==> src/rtl/nml_mux_arbiter_if.sv <==
// nml_mux_arbiter_if
// Handshake and data bundle between two requesters, the NML majority-mux
// arbiter and the downstream consumer.
//   in1_valid/in1_data/in1_ready : requester 1 stream
//   in2_valid/in2_data/in2_ready : requester 2 stream
//   select                       : registered mux select (0 = in1, 1 = in2)
//   out_valid/out_data/out_src/out_ready : pipelined output stream + source tag
//   in1_lock/in2_lock            : burst locks, present only with NML_ARB_LOCK_EN
// Modports: master = requesters/consumer side, slave = arbiter side.
interface nml_mux_arbiter_if #(
  parameter int unsigned WIDTH = 8
);
  logic             in1_valid;
  logic [WIDTH-1:0] in1_data;
  logic             in1_ready;
  logic             in2_valid;
  logic [WIDTH-1:0] in2_data;
  logic             in2_ready;
  logic             select;
  logic             out_valid;
  logic [WIDTH-1:0] out_data;
  logic             out_src;
  logic             out_ready;
`ifdef NML_ARB_LOCK_EN
  logic             in1_lock;
  logic             in2_lock;

  modport master (
    output in1_valid, in1_data, in2_valid, in2_data, out_ready, in1_lock, in2_lock,
    input  in1_ready, in2_ready, select, out_valid, out_data, out_src
  );
  modport slave (
    input  in1_valid, in1_data, in2_valid, in2_data, out_ready, in1_lock, in2_lock,
    output in1_ready, in2_ready, select, out_valid, out_data, out_src
  );
`else
  modport master (
    output in1_valid, in1_data, in2_valid, in2_data, out_ready,
    input  in1_ready, in2_ready, select, out_valid, out_data, out_src
  );
  modport slave (
    input  in1_valid, in1_data, in2_valid, in2_data, out_ready,
    output in1_ready, in2_ready, select, out_valid, out_data, out_src
  );
`endif
endinterface

==> src/rtl/nml_mux_arbiter.sv <==
// nml_mux_arbiter
// Two-requester round-robin arbiter driving a bitwise 2:1 multiplexer built
// from 3-input majority gates, out = M(M(sel,in2,0), M(~sel,in1,0), 1).
// The granted word is carried through a STAGES-deep pipeline (NML clock
// zones) together with a source tag. The whole pipeline stalls together
// when the output is valid and not accepted.
// Ports:
//   clk   : system clock, rising edge
//   reset : synchronous, active-high
//   bus   : nml_mux_arbiter_if.slave (request/grant handshakes, output stream)
// Optional feature macro: NML_ARB_LOCK_EN (burst lock inputs in1_lock/in2_lock
// keep the current grant across transfers while the granted side holds lock).
module nml_mux_arbiter #(
  parameter int unsigned WIDTH  = 8,
  parameter int unsigned STAGES = 3
) (
  input  logic                clk,
  input  logic                reset,
  nml_mux_arbiter_if.slave    bus
);

  typedef enum logic [1:0] {IDLE, GNT1, GNT2} state_t;

  state_t           state_q, state_d;
  logic             sel_q, sel_d;
  // 0 = in1 served last, 1 = in2 served last
  logic             last_q, last_d;

  logic [STAGES-1:0] vld_q;
  logic [STAGES-1:0] src_q;
  logic [WIDTH-1:0]  data_q [STAGES];

  logic             adv;
  logic             xfer1, xfer2, xfer;
  logic             lock1, lock2;
  logic [WIDTH-1:0] mux_w;
  logic [WIDTH-1:0] stg0_data_d;
  logic             stg0_src_d;

  function automatic logic [WIDTH-1:0] maj(input logic [WIDTH-1:0] a,
                                           input logic [WIDTH-1:0] b,
                                           input logic [WIDTH-1:0] c);
    return (c & (a ^ b)) | (a & b);
  endfunction

`ifdef NML_ARB_LOCK_EN
  assign lock1 = bus.in1_lock;
  assign lock2 = bus.in2_lock;
`else
  assign lock1 = 1'b0;
  assign lock2 = 1'b0;
`endif

  // Majority with a 0 input is AND, with a 1 input is OR.
  assign mux_w = maj(maj({WIDTH{sel_q}},  bus.in2_data, '0),
                     maj({WIDTH{~sel_q}}, bus.in1_data, '0),
                     '1);

  assign adv           = ~vld_q[STAGES-1] | bus.out_ready;
  assign bus.in1_ready = (state_q == GNT1) & adv;
  assign bus.in2_ready = (state_q == GNT2) & adv;
  assign xfer1         = bus.in1_valid & bus.in1_ready;
  assign xfer2         = bus.in2_valid & bus.in2_ready;
  assign xfer          = xfer1 | xfer2;

  // Bubbles carry zero data/src so idle stages never show stale words.
  assign stg0_data_d = mux_w & {WIDTH{xfer}};
  assign stg0_src_d  = sel_q & xfer;

  always_comb begin
    state_d = state_q;
    sel_d   = sel_q;
    last_d  = last_q;
    if (xfer1) last_d = 1'b0;
    if (xfer2) last_d = 1'b1;
    unique case (state_q)
      IDLE: begin
        if (bus.in1_valid & bus.in2_valid) state_d = last_q ? GNT1 : GNT2;
        else if (bus.in1_valid)            state_d = GNT1;
        else if (bus.in2_valid)            state_d = GNT2;
      end
      // A transfer implies the granted valid is high this cycle, so after a
      // transfer the choice is only between handing over and keeping it.
      GNT1: begin
        if (xfer1)               state_d = (bus.in2_valid & ~lock1) ? GNT2 : GNT1;
        else if (~bus.in1_valid) state_d = IDLE;
      end
      GNT2: begin
        if (xfer2)               state_d = (bus.in1_valid & ~lock2) ? GNT1 : GNT2;
        else if (~bus.in2_valid) state_d = IDLE;
      end
      default: state_d = IDLE;
    endcase
    if (state_d == GNT1)      sel_d = 1'b0;
    else if (state_d == GNT2) sel_d = 1'b1;
  end

  always_ff @(posedge clk) begin
    if (reset) begin
      state_q <= IDLE;
      sel_q   <= 1'b0;
      last_q  <= 1'b1;
      vld_q   <= '0;
      src_q   <= '0;
      for (int unsigned i = 0; i < STAGES; i++) data_q[i] <= '0;
    end else begin
      state_q <= state_d;
      sel_q   <= sel_d;
      last_q  <= last_d;
      if (adv) begin
        vld_q[0]  <= xfer;
        src_q[0]  <= stg0_src_d;
        data_q[0] <= stg0_data_d;
        for (int unsigned i = 1; i < STAGES; i++) begin
          vld_q[i]  <= vld_q[i-1];
          src_q[i]  <= src_q[i-1];
          data_q[i] <= data_q[i-1];
        end
      end
    end
  end

  assign bus.select    = sel_q;
  assign bus.out_valid = vld_q[STAGES-1];
  assign bus.out_data  = data_q[STAGES-1];
  assign bus.out_src   = src_q[STAGES-1];

endmodule

==> src/flat_wrapper.sv <==
// flat-port wrapper written by rule: the top's interface ports become plain ports
module nml_mux_arbiter_flat 
#(
  parameter int unsigned WIDTH  = 8,
  parameter int unsigned STAGES = 3
)
  (clk, reset, bus_in1_valid, bus_in1_data, bus_in2_valid, bus_in2_data, bus_out_ready, bus_in1_ready, bus_in2_ready, bus_select, bus_out_valid, bus_out_data, bus_out_src);
  nml_mux_arbiter_if #(.WIDTH(WIDTH)) bus_i ();
  input  logic clk;
  input  logic reset;
  input wire logic [$bits(bus_i.in1_valid)-1:0] bus_in1_valid;
  input wire logic [$bits(bus_i.in1_data)-1:0] bus_in1_data;
  input wire logic [$bits(bus_i.in2_valid)-1:0] bus_in2_valid;
  input wire logic [$bits(bus_i.in2_data)-1:0] bus_in2_data;
  input wire logic [$bits(bus_i.out_ready)-1:0] bus_out_ready;
  output wire logic [$bits(bus_i.in1_ready)-1:0] bus_in1_ready;
  output wire logic [$bits(bus_i.in2_ready)-1:0] bus_in2_ready;
  output wire logic [$bits(bus_i.select)-1:0] bus_select;
  output wire logic [$bits(bus_i.out_valid)-1:0] bus_out_valid;
  output wire logic [$bits(bus_i.out_data)-1:0] bus_out_data;
  output wire logic [$bits(bus_i.out_src)-1:0] bus_out_src;
  assign bus_i.in1_valid = bus_in1_valid;
  assign bus_i.in1_data = bus_in1_data;
  assign bus_i.in2_valid = bus_in2_valid;
  assign bus_i.in2_data = bus_in2_data;
  assign bus_i.out_ready = bus_out_ready;
  assign bus_in1_ready = bus_i.in1_ready;
  assign bus_in2_ready = bus_i.in2_ready;
  assign bus_select = bus_i.select;
  assign bus_out_valid = bus_i.out_valid;
  assign bus_out_data = bus_i.out_data;
  assign bus_out_src = bus_i.out_src;
  nml_mux_arbiter #(.WIDTH(WIDTH), .STAGES(STAGES)) u_core (.clk(clk), .reset(reset), .bus(bus_i));
endmodule
==> config.mk <==
export PLATFORM = sky130hd
export DESIGN_NAME = nml_mux_arbiter_flat
export DESIGN_NICKNAME = d
export VERILOG_FILES = /design/src/rtl/nml_mux_arbiter_if.sv /design/src/rtl/nml_mux_arbiter.sv /design/src/flat_wrapper.sv
export SDC_FILE = /design/constraint.sdc
export NUM_CORES = 1
export LEC_CHECK = 0
export ABC_AREA = 1
export BUFFER_PORTS_ARGS = -buffer_cell sky130_fd_sc_hd__buf_2
export CAP_MARGIN = 30
export CORE_MARGIN = 3
export CORE_UTILIZATION = 30
export CTS_BUF_LIST = sky130_fd_sc_hd__clkbuf_2
export CTS_CLUSTER_SIZE = 30
export DETAILED_ROUTE_END_ITERATION = 6
export GPL_TIMING_DRIVEN = 1
export MAX_ROUTING_LAYER = met4
export SLEW_MARGIN = 30
export SYNTH_ARGS = -nofsm -noshare
export SYNTH_HDL_FRONTEND = slang
export SYNTH_SLANG_ARGS = --single-unit
==> constraint.sdc <==
create_clock -name clk -period 2.15 [get_ports clk]
set_input_delay 0.43 -clock clk [delete_from_list [all_inputs] [get_ports clk]]
set_output_delay 0.43 -clock clk [all_outputs]
set_load 0.005 [all_outputs]
==> reports/results.tsv <==
stage	metric	value	unit
sta	fmax	0.6308	GHz
synth	ys_warn_count	0	
sta	setup_viol	0	
die	ios	34	
global_route	grt_max_degree	30	
worst_setup_path	r2r_slack	0.88	ns
worst_setup_path	crit_path_max_fanout	10	
synth	synth_area_per_cell	9.522	µm²
sta	slew_headroom	77.15	%
clocking	cts_tree	done	
clocking	cts_setup_buffers	0	
sta	drv_slew	0	
synth	syn_inst	154	
routing	wl_per_cell	9.506	µm
run	drv_cap	0	
final_layout	drive_gt1_share	25.27	%
worst_setup_path	criticalPathCategory	reg2out	
place	gp_congestion	0.8112	
place	place_hpwl	1684	µm
clocking	clkLatencyLatePin	0.35	ns
die	die_h	75.92	µm
routing	drt_iter0_markers	70	
routing	wirelength	2386	µm
die	rows	24	
place	dp.cells	244	
synth	synth_nets	175	
synth	synth-seq-area-share	62.80	%
global_route	grt_pass1_vias	987	
sta	clock_skew	0.01172	ns
power	p_leak	0.7659	nW
global_route	grt_first_pass_wirelength	4071	µm
outcome	outcome	finished clean	
clocking	hold_buffers	0	
place	io_buffers	33	
sta	rsz0062_at_grt	no	
clocking	h-tree-depth	2	
die	start_util	32.34	%
final_layout	fin_nets	207	
clocking	post_cts_resized	0	
global_route	antenna_found_initial	0	
synth	synth-seq-cells	34	
routing	route.detailed.drc	0	
sta	setup_tns	0	ns
routing	vias	1046	
clocking	cts_buffer_depth	2	
final_layout	final_common_cell	buf_2	
die	fp.dieArea	5763	µm²
worst_setup_path	cp-start-kind	flop	
routing	ant_nets	0	
power	ir_drop	0.3461	mV
final_layout	area_growth	16.89	%
synth	synth_area	1466	µm²
sta	hold_viol_final	0	
sta	period_minus_slack	1.585	ns
sta	tightest_slew	0.3415	ns
routing	via_per_inst	4.167	
final_layout	layout_common_cells	buf_2 (33), inv_1 (28), nand2_1 (25)	
sta	fin_crit_sh	73.74	%
synth	ys_types	18	
die	dieWidth	75.92	µm
clocking	clkSlewWorstSetupHoldPaths	0.15	ns
worst_setup_path	worstPathRequired	1.72	ns
worst_setup_path	arrival	1.16	ns
die	coreArea	4534	µm²
clocking	cts-root-buf	clkbuf_2	
routing	drt_pass1_iterations	4	
global_route	grt_usage	9.140	%
min_path	hold_class	in2reg	
final_layout	antenna_cells	0	
power	power_density	708.3	nW/µm²
clocking	numCtsBuffers	5	
worst_setup_path	end_kind	output port	
clocking	clock-sinks	34	
global_route	grt_overflow	0	
final_layout	instances_no_fill	251	
==> report_power, final <==
group	internal [mW]	switching (mW)	leakage, nW
Sequential	0.716	0.00856	0.376
Combinational	0.0427	0.0606	0.354
Clock	0.188	0.199	0.0365
==> metal layers <==
metal	GRT usage (%)	wire length, µm
met1	9.269	1004
met2	15.34	1229
met3	3.436	121
met4	4.891	30
met5	-	0
==> cell usage after synthesis <==
cell / number / share of area, %
inv_1: 28 / 7.2
nand2_1: 25 / 6.4
edfxtp_1: 24 / 49
nor2_1: 24 / 6.1
dfxtp_1: 10 / 14
buf_4: 9 / 4.6
a21oi_1: 8 / 2.7
nand3_1: 7 / 2.4
o21ai_0: 6 / 2.0
o22ai_1: 3 / 1.3
clkinv_1: 2 / 0.51
nand2_2: 2 / 0.85
a21oi_2: 1 / 0.60
buf_2: 1 / 0.34
inv_2: 1 / 0.26
nand3_2: 1 / 0.68
nand4_1: 1 / 0.43
nor2_4: 1 / 0.77
==> critical path, stage by stage (launching register included) <==
cell and delay [ns]:
dfxtp_1 0.35, inv_1 0.06, nor2_4 0.21, nor2_1 0.06, buf_2 0.13
==> state kept, by name, summed over array words and instances, names as in the netlist <==
name	flops
u_core.last_q	1
u_core.vld_q	3
u_core.bus.select	1
u_core.state_q	2
u_core.data_q	24
u_core.src_q	3
==> kinds of logic after synthesis <==
group / after synthesis / share of synthesized area (%)
flops: 34 / 62.80
simple gates: 61 / 17.66
buf+inv: 41 / 12.88
compound gates: 18 / 6.656
==> worst paths after layout <==
kind / startpoint / end / cells after the start
worst max-delay path: u_core.vld_q[2] / bus_in2_ready / 4
worst min-delay path: reset / u_core.vld_q[2] / 2
worst max register to register: u_core.vld_q[2] / u_core.data_q[0][21] / 5
worst min register to register: u_core.vld_q[0] / u_core.vld_q[1] / 2
==> layout make-up <==
cell class              count  area [µm²]
fillers                   463        2820
flip-flops and latches     34       920.9
multi-input cells          79       356.6
repair buffers             35       180.2
inverters                  31       116.4
well taps                  65       81.33
clock inverters             2       33.78
clock buffers               5       25.02
==> through the flow <==
| stage | worst slack [ns] | util [%] | cell area [µm²] | hold WS (ns) | power [mW] |
|---|---|---|---|---|---|
| 6_report | 0.5647 | 37.80 | 1714 | 0.2841 | 1.214 |
| 5_1_grt | 0.4325 | 37.80 | 1714 | 0.2695 | 1.277 |
| 4_1_cts | 0.5285 | 37.80 | 1714 | 0.2618 | 1.227 |
| 3_5_place_dp | 0.6379 | 36.51 | 1655 | 0.4539 | 0.8440 |
| 3_3_place_gp | 0.6660 | 36.51 | 1655 | 0.4515 | 0.8423 |
| 2_1_floorplan | 0.5414 | - | 1466 | 0.4401 | 0.8039 |
No activity file was read; power rests on OpenSTA's default activity.
